**src/rtl/ball_motion_ctrl_if.sv**
```systemverilog
// Bundle of frame-timing inputs and ball-state outputs shared between
// the motion sequencer and its consumers (renderer, sync generator).
interface ball_motion_ctrl_if;
   logic       vsync;
   logic       enable;
   logic       hit_h;
   logic       hit_v;
   logic [8:0] ball_hpos;
   logic [8:0] ball_vpos;
   logic [3:0] ball_hspeed;
   logic [3:0] ball_vspeed;
   logic       bounce_h;
   logic       bounce_v;
   logic       busy;

   modport master (
      output vsync, enable, hit_h, hit_v,
      input  ball_hpos, ball_vpos, ball_hspeed, ball_vspeed,
      input  bounce_h, bounce_v, busy
   );

   modport slave (
      input  vsync, enable, hit_h, hit_v,
      output ball_hpos, ball_vpos, ball_hspeed, ball_vspeed,
      output bounce_h, bounce_v, busy
   );
endinterface

```
**src/rtl/ball_motion_ctrl.sv**
```systemverilog
// Per-frame ball motion sequencer: on each vsync rising edge apply latched
// collision reversals, then step X and Y with wall clamping and bounce.
module ball_motion_ctrl #(
   parameter int SCREEN_W  = 256,
   parameter int SCREEN_H  = 240,
   parameter int BALL_SIZE = 4,
   parameter int INIT_X    = 128,
   parameter int INIT_Y    = 128,
   parameter int INIT_VX   = 2,
   parameter int INIT_VY   = -2
) (
   input  logic               clk,
   input  logic               reset,
   ball_motion_ctrl_if.slave  bus
);
   localparam int XMAX = SCREEN_W - BALL_SIZE;
   localparam int YMAX = SCREEN_H - BALL_SIZE;

   typedef enum logic [1:0] {IDLE, HIT, MOVE_X, MOVE_Y} state_t;

   state_t      state_reg, state_next;
   logic        vsync_d_reg;
   logic        flag_h_reg, flag_h_next;
   logic        flag_v_reg, flag_v_next;
   logic [8:0]  hpos_reg, hpos_next;
   logic [8:0]  vpos_reg, vpos_next;
   logic [3:0]  hspeed_reg, hspeed_next;
   logic [3:0]  vspeed_reg, vspeed_next;
   logic        bounce_h_reg, bounce_h_next;
   logic        bounce_v_reg, bounce_v_next;
   logic        busy_reg, busy_next;
   logic        start;
   logic signed [9:0] sum_x, sum_y;

   // -8 has no positive 4-bit counterpart, so its reversal saturates to +7
   function automatic logic [3:0] neg_sat(input logic [3:0] s);
      return (s == 4'b1000) ? 4'b0111 : (~s + 4'd1);
   endfunction

   function automatic logic signed [9:0] step(input logic [8:0] pos, input logic [3:0] spd);
      return $signed({1'b0, pos}) + $signed({{6{spd[3]}}, spd});
   endfunction

   assign start = bus.vsync & ~vsync_d_reg;
   assign sum_x = step(hpos_reg, hspeed_reg);
   assign sum_y = step(vpos_reg, vspeed_reg);

   always_comb begin
      state_next    = state_reg;
      hpos_next     = hpos_reg;
      vpos_next     = vpos_reg;
      hspeed_next   = hspeed_reg;
      vspeed_next   = vspeed_reg;
      bounce_h_next = 1'b0;
      bounce_v_next = 1'b0;
      flag_h_next   = flag_h_reg | bus.hit_h;
      flag_v_next   = flag_v_reg | bus.hit_v;
      busy_next     = (state_reg != IDLE);
      case (state_reg)
         IDLE: begin
            if (start && bus.enable) state_next = HIT;
         end
         HIT: begin
            if (flag_h_reg) hspeed_next = neg_sat(hspeed_reg);
            if (flag_v_reg) vspeed_next = neg_sat(vspeed_reg);
            // hits arriving in this very cycle belong to the next frame
            flag_h_next = bus.hit_h;
            flag_v_next = bus.hit_v;
            state_next  = MOVE_X;
         end
         MOVE_X: begin
            if (sum_x < 0) begin
               hpos_next     = '0;
               hspeed_next   = neg_sat(hspeed_reg);
               bounce_h_next = 1'b1;
            end else if (sum_x > $signed(10'(XMAX))) begin
               hpos_next     = 9'(XMAX);
               hspeed_next   = neg_sat(hspeed_reg);
               bounce_h_next = 1'b1;
            end else begin
               hpos_next = sum_x[8:0];
            end
            state_next = MOVE_Y;
         end
         MOVE_Y: begin
            if (sum_y < 0) begin
               vpos_next     = '0;
               vspeed_next   = neg_sat(vspeed_reg);
               bounce_v_next = 1'b1;
            end else if (sum_y > $signed(10'(YMAX))) begin
               vpos_next     = 9'(YMAX);
               vspeed_next   = neg_sat(vspeed_reg);
               bounce_v_next = 1'b1;
            end else begin
               vpos_next = sum_y[8:0];
            end
            state_next = IDLE;
         end
         default: state_next = IDLE;
      endcase
   end

   always_ff @(posedge clk) begin
      if (reset) begin
         state_reg    <= IDLE;
         vsync_d_reg  <= 1'b1;  // no spurious start if vsync is already high
         flag_h_reg   <= 1'b0;
         flag_v_reg   <= 1'b0;
         hpos_reg     <= 9'(INIT_X);
         vpos_reg     <= 9'(INIT_Y);
         hspeed_reg   <= 4'(INIT_VX);
         vspeed_reg   <= 4'(INIT_VY);
         bounce_h_reg <= 1'b0;
         bounce_v_reg <= 1'b0;
         busy_reg     <= 1'b0;
      end else begin
         state_reg    <= state_next;
         vsync_d_reg  <= bus.vsync;
         flag_h_reg   <= flag_h_next;
         flag_v_reg   <= flag_v_next;
         hpos_reg     <= hpos_next;
         vpos_reg     <= vpos_next;
         hspeed_reg   <= hspeed_next;
         vspeed_reg   <= vspeed_next;
         bounce_h_reg <= bounce_h_next;
         bounce_v_reg <= bounce_v_next;
         busy_reg     <= busy_next;
      end
   end

   assign bus.ball_hpos   = hpos_reg;
   assign bus.ball_vpos   = vpos_reg;
   assign bus.ball_hspeed = hspeed_reg;
   assign bus.ball_vspeed = vspeed_reg;
   assign bus.bounce_h    = bounce_h_reg;
   assign bus.bounce_v    = bounce_v_reg;
   assign bus.busy        = busy_reg;
endmodule

```
**src/flat_wrapper.sv**
```systemverilog
// flat-port wrapper written by rule: the top's interface ports become plain ports
module ball_motion_ctrl_flat 
#(
   parameter int SCREEN_W  = 256,
   parameter int SCREEN_H  = 240,
   parameter int BALL_SIZE = 4,
   parameter int INIT_X    = 128,
   parameter int INIT_Y    = 128,
   parameter int INIT_VX   = 2,
   parameter int INIT_VY   = -2
)
  (clk, reset, bus_vsync, bus_enable, bus_hit_h, bus_hit_v, bus_ball_hpos, bus_ball_vpos, bus_ball_hspeed, bus_ball_vspeed, bus_bounce_h, bus_bounce_v, bus_busy);
  ball_motion_ctrl_if bus_i ();
  input  logic clk;
  input  logic reset;
  input wire logic [$bits(bus_i.vsync)-1:0] bus_vsync;
  input wire logic [$bits(bus_i.enable)-1:0] bus_enable;
  input wire logic [$bits(bus_i.hit_h)-1:0] bus_hit_h;
  input wire logic [$bits(bus_i.hit_v)-1:0] bus_hit_v;
  output wire logic [$bits(bus_i.ball_hpos)-1:0] bus_ball_hpos;
  output wire logic [$bits(bus_i.ball_vpos)-1:0] bus_ball_vpos;
  output wire logic [$bits(bus_i.ball_hspeed)-1:0] bus_ball_hspeed;
  output wire logic [$bits(bus_i.ball_vspeed)-1:0] bus_ball_vspeed;
  output wire logic [$bits(bus_i.bounce_h)-1:0] bus_bounce_h;
  output wire logic [$bits(bus_i.bounce_v)-1:0] bus_bounce_v;
  output wire logic [$bits(bus_i.busy)-1:0] bus_busy;
  assign bus_i.vsync = bus_vsync;
  assign bus_i.enable = bus_enable;
  assign bus_i.hit_h = bus_hit_h;
  assign bus_i.hit_v = bus_hit_v;
  assign bus_ball_hpos = bus_i.ball_hpos;
  assign bus_ball_vpos = bus_i.ball_vpos;
  assign bus_ball_hspeed = bus_i.ball_hspeed;
  assign bus_ball_vspeed = bus_i.ball_vspeed;
  assign bus_bounce_h = bus_i.bounce_h;
  assign bus_bounce_v = bus_i.bounce_v;
  assign bus_busy = bus_i.busy;
  ball_motion_ctrl #(.SCREEN_W(SCREEN_W), .SCREEN_H(SCREEN_H), .BALL_SIZE(BALL_SIZE), .INIT_X(INIT_X), .INIT_Y(INIT_Y), .INIT_VX(INIT_VX), .INIT_VY(INIT_VY)) u_core (.clk(clk), .reset(reset), .bus(bus_i));
endmodule
```
**config.mk**
```make
export PLATFORM = sky130hd
export DESIGN_NAME = ball_motion_ctrl_flat
export DESIGN_NICKNAME = d
export VERILOG_FILES = /design/src/rtl/ball_motion_ctrl_if.sv /design/src/rtl/ball_motion_ctrl.sv /design/src/flat_wrapper.sv
export SDC_FILE = /design/constraint.sdc
export NUM_CORES = 1
export LEC_CHECK = 0
export CORE_UTILIZATION = 45
export DETAILED_ROUTE_END_ITERATION = 8
export PLACE_DENSITY_LB_ADDON = 0.08
export SLEW_MARGIN = 20
export SYNTH_ARGS = -nofsm -noshare
export SYNTH_HDL_FRONTEND = slang
export SYNTH_SLANG_ARGS = --single-unit
```
**constraint.sdc**
```tcl
create_clock -name clk -period 3.2 [get_ports clk]
set_input_delay 0.64 -clock clk [delete_from_list [all_inputs] [get_ports clk]]
set_output_delay 0.64 -clock clk [all_outputs]
set_load 0.02 [all_outputs]
```
==> impl_metrics.tcl <==
set metrics [dict create \
    first_pass_grt_wire_length_mm 8.880 \
    synth.avg_cell_area_sq_um 8.331 \
    fin_skew_ps 6.691 \
    hold_violations 0 \
    timing.critical_path.fanout_max 6 \
    area.sequential_sq_um 681.9 \
    route.vias.total 2151 \
    finalSetupViolations 0 \
    numCtsBuffers 5 \
    tritoncts "done" \
    synth_area_sq_um 2291 \
    synthesis.nets 308 \
    total_leakage_power_nw 1.159 \
    layout-area-overhead-vs-synth_pct 25.72 \
    worstRegToRegCells 9 \
    wl_per_cell_um 13.74 \
    synth_flop_cell "dfxtp_1" \
    max_clock_freq_ghz 0.3265 \
    setup_slack_ps 137.1 \
    most_frequent_cells_in_the_layout "clkdlybuf4s50_1, dfxtp_1, a21oi_1" \
    synth_cell_types 58 \
    antennaDiodeCount 0 \
    vias_per_cell 5.501 \
    synth-edff-count 0 \
    crit_path_cell_trace "ha_1, a211o_1, and2_4, or4_1, or4_4, o2111ai_4, nand3_4, or3_1, a21oi_1" \
    finalCritPeriodShare 0.9571 \
    drc 0 \
    cp_data_arrival_time_ps 3280 \
    dr.pass1.iters 4 \
    ant_nets 0 \
    maxCapViolCount 0 \
    cts-root-buf "clkbuf_8" \
    design.final.nets 357 \
    hold_path_depth 2 \
    yosys_register_bits 34 \
    groute.usage.overall 0.2127 \
    power_density_nw_per_um2 620.6 \
    yosysWarningCount 0 \
    multi_input_gate_area_in_the_final_layout_sq_um 1523 \
    pre_cts_ws_ps 104.7 \
    critical_path_required_ps 3420 \
    floorplan.initialDensity 0.4756 \
    seq_total_area_yosys 0.2971 \
    floorplan.die.width_um 73.35 \
    detailed_place_hpwl_mm 4.065 \
    slowest_stage "or4_1" \
    pin_slew_with_the_least_headroom_to_its_limit_ps 454.0 \
    grt_setup_unrepaired "no" \
    clock_sink_count 34 \
    routabilityCongestion 0.8817 \
    fillerInstances 481 \
    core.rowCount 25 \
    htree_levels 2 \
    post-route-min-period_ps 3063 \
    layout.cells.most_common "clkdlybuf4s50_1" \
    clk_pin_slew_worst_paths_ps 70 \
    grt_antenna_before_repair 0 \
    drive_above_1_share 0.1080 \
    criticalPathCategory "reg -> reg" \
    io_pins 35 \
    netlist_top_cells_area "dfxtp_1, ha_1, a21oi_1" \
    fin_util 0.5979 \
    die_ht_um 73.35 \
    netlist_instances 275 \
    synth_area_leader_cell "dfxtp_1" \
    synth-async-reset-ratio 0 \
    endpoint_kind "flop" \
    rel_slew_slack 0.6895 \
    maximum_number_of_pins_on_one_net_before_global_route_repair 12 \
    tns_ps 0 \
    largest_buffer_count_on_any_clock_path 2 \
    grt-ovfl-total 0 \
    vdd_drop_max_v 0.0004286 \
    final_max_slew_viol_count 0 \
    dieArea_sq_um 5380 \
    synth.top_cell.area_share 0.2971 \
    first_iter_violations 102 \
    buf_inv_stages_crit_path 0 \
    critPathTopFamily "simple AND/OR/NAND/NOR gates" \
    drt-total-wl_mm 5.371 \
    grt_pass1_vias 1897 \
    worstSetupStartpointType "flop" \
    worst-path-stages 9 \
    io_buffers 34 \
    coreArea_sq_um 4817 \
    critical-path-max-stage-delay_ps 520 \
    cts.hold.buffers_added 0 \
    worst_skew_pair.late_latency_ps 280 \
    worst_hold_path_type "reg -> reg" \
    status "finished clean" \
    fin_total_pwr_mw 1.787 \
]
-- Yosys cell counts (3+ instances only) --
| cell type | n |
|---|---|
| a31oi_1 | 4 |
| inv_1 | 18 |
| nor2b_1 | 4 |
| a311oi_1 | 3 |
| a22oi_1 | 3 |
| nand2_1 | 22 |
| a211oi_1 | 4 |
| a21oi_1 | 27 |
| or2_2 | 3 |
| nor2_1 | 24 |
| nand3_1 | 10 |
| dfxtp_1 | 34 |
| ha_1 | 25 |
| xor2_1 | 6 |
| nand2b_1 | 5 |
| o211ai_1 | 3 |
| or3_1 | 3 |
| nor3_1 | 5 |
| clkbuf_1 | 4 |
| xnor2_1 | 6 |
| nor4_1 | 3 |
| and3_1 | 3 |
| o21ai_0 | 13 |
-- routing by layer --
metal	wire [um]	global-route usage	vias up
met1	2811	0.3098	1006
met5	0	0	-
met2	2351	0.3220	34
li1	-	-	1107
met3	156	0.03978	4
met4	51	0.05342	0
-- worst reg2reg max path, cell delays in order, from the launching register on --
cell,delay (ps)
dfxtp_1,340
ha_1,320
a211o_1,300
and2_4,160
or4_1,520
or4_4,510
o2111ai_4,270
nand3_4,130
or3_1,320
a21oi_1,140
-- kinds of logic (layout without fill, tap and decap cells) --
| family | after synthesis | count (layout) | share of synthesized area |
|---|---|---|---|
| and+or+nand+nor | 95 | 95 | 0.2163 |
| DFF | 34 | 34 | 0.2971 |
| xor gates and xnor gates | 12 | 12 | 0.04588 |
| AOI/OAI and AO/OA | 81 | 81 | 0.2414 |
| buffers and inverters | 25 | 74 | 0.04096 |
| muxes | 1 | 1 | 0.004369 |
| adders and majority gates | 27 | 27 | 0.1540 |
-- what timing repair did --
action                     CTS  global route
buffers inserted             0             1
resized for setup            0             4
setup endpoints to repair    0             2
-- power by group --
| part | total [mW] | switching (mW) | leakage (nW) | internal (mW) |
|---|---|---|---|---|
| registers | 0.527 | 0.0517 | 0.277 | 0.476 |
| logic | 0.956 | 0.545 | 0.839 | 0.411 |
| clock network | 0.304 | 0.158 | 0.0438 | 0.146 |
-- worst paths after layout --
path	startpoint	to	slack, ps
setup reg to reg	u_core.bus.ball_hspeed[1]	u_core.bus.ball_hspeed[3]	140
hold reg to reg	u_core.bus.ball_vpos[5]	u_core.bus.ball_vpos[5]	480
setup / recovery	u_core.bus.ball_hspeed[1]	u_core.bus.ball_hspeed[3]	140
hold / removal	u_core.bus.ball_vpos[5]	u_core.bus.ball_vpos[5]	480
-- area by class of cell --
| cell class | count | share of cell area |
|---|---|---|
| multi-input combinational | 216 | 0.5287 |
| inverter | 20 | 0.02606 |
| sequential | 34 | 0.2368 |
| clock inverter | 2 | 0.003475 |
| timing repair buffer | 47 | 0.1520 |
| clock buffer | 5 | 0.02389 |
| tap | 67 | 0.02911 |
-- stage by stage --
step	instances	hold slack [ps]	instance area (sq um)
detailed placement	383	473.9	2786
global route	391	516.3	2880
global placement	383	462.7	2786
finish	391	484.3	2880
CTS	390	486.9	2865
floorplan	275	446.6	2291
Power figures use the tool's default switching activity.
==> variant 1 (config.mk and constraints unchanged) <==
Re-encode `state_t` (4 states) as one-hot, 4 bits wide.
--- a/src/rtl/ball_motion_ctrl.sv
+++ b/src/rtl/ball_motion_ctrl.sv
@@ -16,7 +16,7 @@
    localparam int XMAX = SCREEN_W - BALL_SIZE;
    localparam int YMAX = SCREEN_H - BALL_SIZE;
 
-   typedef enum logic [1:0] {IDLE, HIT, MOVE_X, MOVE_Y} state_t;
+   typedef enum logic [3:0] {IDLE = 4'b0001, HIT = 4'b0010, MOVE_X = 4'b0100, MOVE_Y = 4'b1000} state_t;
 
    state_t      state_reg, state_next;
    logic        vsync_d_reg;
Formal check against the unedited RTL: same outputs for any inputs over 10 cycles, from zero or initial values and one cycle with reset high; not proved beyond that.
==> variant 1 against the original RTL <==
Final cell count rose by 4.3%. Area after synthesis rose by 7.9%. Non-clock buffer count fell by 4. Worst setup slack improved by 0.10 ns. Final area rose by 6.0%. Synthesized cell count rose by 8.0%. Clock skew rose by 0.00094 ns. Routed wire length rose by 1.8%. Fmax rose by 3.4%. Sequential cell count rose by 2.
Power is not compared: it rests on default switching activity, and its combinational part moved more than twofold at a synthesized area within 25%.
==> variant 1: results (changes against the original RTL) <==
- Status: complete, no violations
- First-pass GRT wire length: 9440 um (+6.3%)
- Pwr Density: 285 nW/um^2
- Clk_skew: 0.00763 ns (+0.000935 ns)
- # port buffers: 34 (unchanged)
- H-tree depth: 2 (unchanged)
- Syn Area/Cell: 8.32 sq um (-0.13%)
- N_diodes: 0 (unchanged)
- FILL cells: 488 (+1.5%)
- Ratio of cells with drive above 1 in the final layout: 10.7% (-0.15 points)
- Ranking of synthesized cells by area: dfxtp_1 (29%), ha_1 (10%), a21oi_1 (6.5%), nor2_1 (4.4%), nand2_1 (2.4%)
- Root buf cell: clkbuf_8
- Gpl congestion: 0.885 (+0.39%)
- Worst path max stage delay: 0.55 ns (+0.03 ns)
- Setup bufs post-CTS: 0 (unchanged)
- Clock Power: 395 uW
- Largest net degree at the start of global routing: 24 (+12)
- Crit path arrival time: 3.14 ns (-0.14 ns)
- Max VDD drop: 0.000225 V
- DRC: 0 (unchanged)
- Clock Latency Late Sink: 0.29 ns
- Drt wl/cell: 13.4 um (-2.4%)
- Slowest-stage cell, CP: or4_1
- Crit path max-delay family: compound AO/OA/AOI/OAI gates
- Clk buf depth: 2 (unchanged)
- Hold crit path type: flop to flop
- Slew headroom: 58.5% (-10 points)
- Lkg Pwr: 1.17 nW
- GRT Util Overall: 19.7% (-1.6 points)
- Met3 Wirelength: 216 um (+38%)
- Clk pin slew, worst setup/hold paths: 0.07 ns (about the same)
- Sequential share of power: 51.9%
- Async S/R FF share, synth: 0% (unchanged)
- Via density per instance: 5.65 (+2.6%)
- Sw Ratio: 20.5%
- Starting DRC count in detailed routing: 69 (-32%)
- Number of global-route vias before repair: 2107 (+11%)
- Dpl hpwl: 4140 um (+1.8%)
- Highest routing layer actually used: met4
- M1 WL: 2720 um (-3.4%)
- Hold Path Origin: u_core.bus.ball_vpos[2]$_SDFFE_PP0N_
- TritonCTS Buffers: 5 (unchanged)
- Synth cell count leaders: dfxtp_1 (36), a21oi_1 (32), nor2_1 (29)
- Post-Syn Nets: 325 (+5.5%)
- Placed insts: 400 (+4.4%)
- Critical path type: flop to flop
- Crit Path Max Fanout: 5 (-1)
- Final Routed Wirelength: 5470 um (+1.8%)
- Metal2 WL: 2490 um (+5.7%)
- Antenna violations before repair: 0 (unchanged)
- NumNets Final: 365 (+2.2%)
- Drt first pass iters: 4 (unchanged)
- Ys Warns: 0 (unchanged)
- Reg2reg start: u_core.bus.ball_hspeed[0]$_SDFFE_PP0P_
- Distinct cells, synth: 59 (+1.7%)
- Seq/Total Area, Yosys: 29.2% (-0.55 points)
[variant 1: final cells by class]
cell class              count  share of cell area (%)
clock buffers               6                    2.38
multi-input cells         237                    54.9
clock inverters             2                    1.15
repair buffers             43                    13.4
flip-flops and latches     36                    23.6
inverters                  14                    1.72
well taps                  70                    2.87
[variant 1: per-layer routing]
layer,vias up,global-route usage (%)
met5,-,0
met3,5,3.83
met4,0,5.58
met2,49,32.6
met1,1070,26.0
li1,1180,-
[variant 1: path summary, 6_finish.rpt]
path,end,slack [ns],cells after the start
max reg2reg,u_core.bus.ball_hspeed[2]$_SDFFE_PP0P_,0.24,11
min,u_core.bus.ball_vpos[2]$_SDFFE_PP0N_,0.48,2
min reg2reg,u_core.bus.ball_vpos[2]$_SDFFE_PP0N_,0.48,2
max,u_core.bus.ball_hspeed[2]$_SDFFE_PP0P_,0.24,11
[variant 1: cell families after synthesis]
logic type	Yosys count	share of synthesized area, %
buffers and inverters	24	4.10
XOR/XNOR	10	3.54
flip-flops	36	29.2
AND/OR/NAND/NOR	112	24.2
multiplexers	3	1.27
AO/OA/AOI/OAI	90	26.0
adder cells (fa/ha/maj)	22	11.7
[variant 1: through the flow]
stage,setup WS (ns),hold slack (ns),area (sq um)
floorplan,0.185,0.443,2470
global placement,0.202,0.458,2920
detailed placement,0.123,0.465,2920
CTS,0.0817,0.479,3030
global route,0.0158,0.507,3050
finish,0.238,0.478,3050
[variant 1: tightest hold or removal path, stage by stage (launching register included)]
cell     delay, ns
dfxtp_1       0.33
nand2_1       0.06
a21oi_1       0.05
[variant 1: repair_timing]
action                     4_1_cts  5_1_grt
hold buffers                     0        0
setup endpoints to repair        0        7
gates resized for setup          0        6
==> variant 2 (config.mk and constraints unchanged) <==
Without the edit above. `SCREEN_H` is set to 240 in 2 places; all go to 120.
--- a/src/rtl/ball_motion_ctrl.sv
+++ b/src/rtl/ball_motion_ctrl.sv
@@ -2,7 +2,7 @@
 // collision reversals, then step X and Y with wall clamping and bounce.
 module ball_motion_ctrl #(
    parameter int SCREEN_W  = 256,
-   parameter int SCREEN_H  = 240,
+   parameter int SCREEN_H  = 120,
    parameter int BALL_SIZE = 4,
    parameter int INIT_X    = 128,
    parameter int INIT_Y    = 128,
--- a/src/flat_wrapper.sv
+++ b/src/flat_wrapper.sv
@@ -2,7 +2,7 @@
 module ball_motion_ctrl_flat 
 #(
    parameter int SCREEN_W  = 256,
-   parameter int SCREEN_H  = 240,
+   parameter int SCREEN_H  = 120,
    parameter int BALL_SIZE = 4,
    parameter int INIT_X    = 128,
    parameter int INIT_Y    = 128,
Formal check against the unedited RTL: not equivalent (Yosys sat finds a counterexample within 10 cycles, from zero or initial values and one cycle with reset high).
==> variant 2 against the original RTL <==
Routed wire length up 8.3%. Sequential cell count unchanged. Final area up 5.0%. Worst setup slack better by 0.13 ns. Area after synthesis up 11%. Highest routed layer unchanged. Total power up 22%. Core utilization down 4.6 points.
==> variant 2: results (changes against the original RTL) <==
- Status: complete, no violations
- Combinational power: 1.32 mW (+38%)
- Lkg Pwr: 1.13 nW (-2.7%)
- Distinct cells, synth: 71 (+22%)
- Clk_skew: 0.00889 ns (+0.00220 ns)
- Post-Syn Nets: 336 (+9.1%)
- Worst slew pin tran: 0.565 ns (+0.111 ns)
- Ratio of cells with drive above 1 in the final layout: 8.85% (-2.0 points)
- P_seq: 561 uW (+6.5%)
- Drt first pass iters: 4 (unchanged)
- Setup bufs post-CTS: 0 (unchanged)
- Via density per instance: 5.63 (+2.3%)
- Placed insts: 404 (+5.5%)
- M1 WL: 2770 um (-1.5%)
- Worst Hold Margin: 0.464 ns (-0.0199 ns)
- Metal2 WL: 2840 um (+21%)
- Ranking of synthesized cells by area: dfxtp_1 (27%), ha_1 (12%), a21oi_1 (4.5%), o21ai_0 (4.1%), nor2_1 (3.8%)
- Gpl congestion: 0.840 (-4.7%)
- NumNets Final: 372 (+4.2%)
- Compound-Gate Fraction of Synth Area: 27.9% (+3.7 points)
- Multiplexer share of the synthesized area: 0.785% (+0.35 points)
- Setup crit end: u_core.bus.ball_hspeed[2]$_SDFFE_PP0P_
- Clk buf depth: 2 (unchanged)
- Dpl hpwl: 4480 um (+10%)
- Number of global-route vias before repair: 2060 (+8.6%)
- Max VDD drop: 0.000316 V (-26%)
- WHS Path Cells: 2 (unchanged)
- Finished Layout Cells: 411 (+5.1%)
- Largest net degree at the start of global routing: 24 (+12)
- First-pass GRT wire length: 9690 um (+9.1%)
- Starting DRC count in detailed routing: 88 (-14%)
- Met3 Wirelength: 170 um (+9.0%)
- Net Sw Power: 1.02 mW (+35%)
- Reg2reg setup slack: 0.27 ns (+0.13 ns)
- Seq/Total Area, Yosys: 26.7% (-3.0 points)
- Crit path arrival time: 3.13 ns (-0.15 ns)
- Synth cell count leaders: dfxtp_1 (34), nor2_1 (26), ha_1 (25)
- Crit Path Max Fanout: 8 (+2)
- GRT Util Overall: 20.0% (-1.2 points)
- Synthesized instance count: 303 (+10%)
- Worst setup path start: u_core.bus.ball_hspeed[0]$_SDFFE_PP0P_
## variant 2: final cells by class
cell class / count / area (sq um)
timing repair buffer: 37 / 363
inverter: 24 / 90.1
clock buffer: 6 / 72.6
fill: 555 / 2450
clock inverter: 1 / 7.51
multi-input combinational: 237 / 1720
tap: 72 / 90.1
sequential: 34 / 681
## variant 2: critical path, stage by stage (launching register included)
cell      delay [ns]
dfxtp_1         0.34
ha_1            0.24
fa_1            0.40
a211o_1         0.35
a211oi_2        0.22
nor4_1          0.07
or3b_1          0.52
nor3_4          0.33
nor2_2          0.11
a311oi_2        0.27
## variant 2: per-layer routing
metal | vias up | GRT usage, %
li1 | 1200 | -
met1 | 1066 | 25.2
met2 | 41 | 35.3
met3 | 5 | 3.21
met4 | 0 | 4.91
met5 | - | 0
## variant 2: stage by stage
stage               worst slack, ns  area [sq um]  total power, mW
floorplan                     0.383          2550             1.58
global placement              0.331          2940             1.86
detailed placement            0.296          2940             1.87
CTS                           0.264          3020             2.19
global route                  0.126          3020             2.37
finish                        0.266          3020             2.19
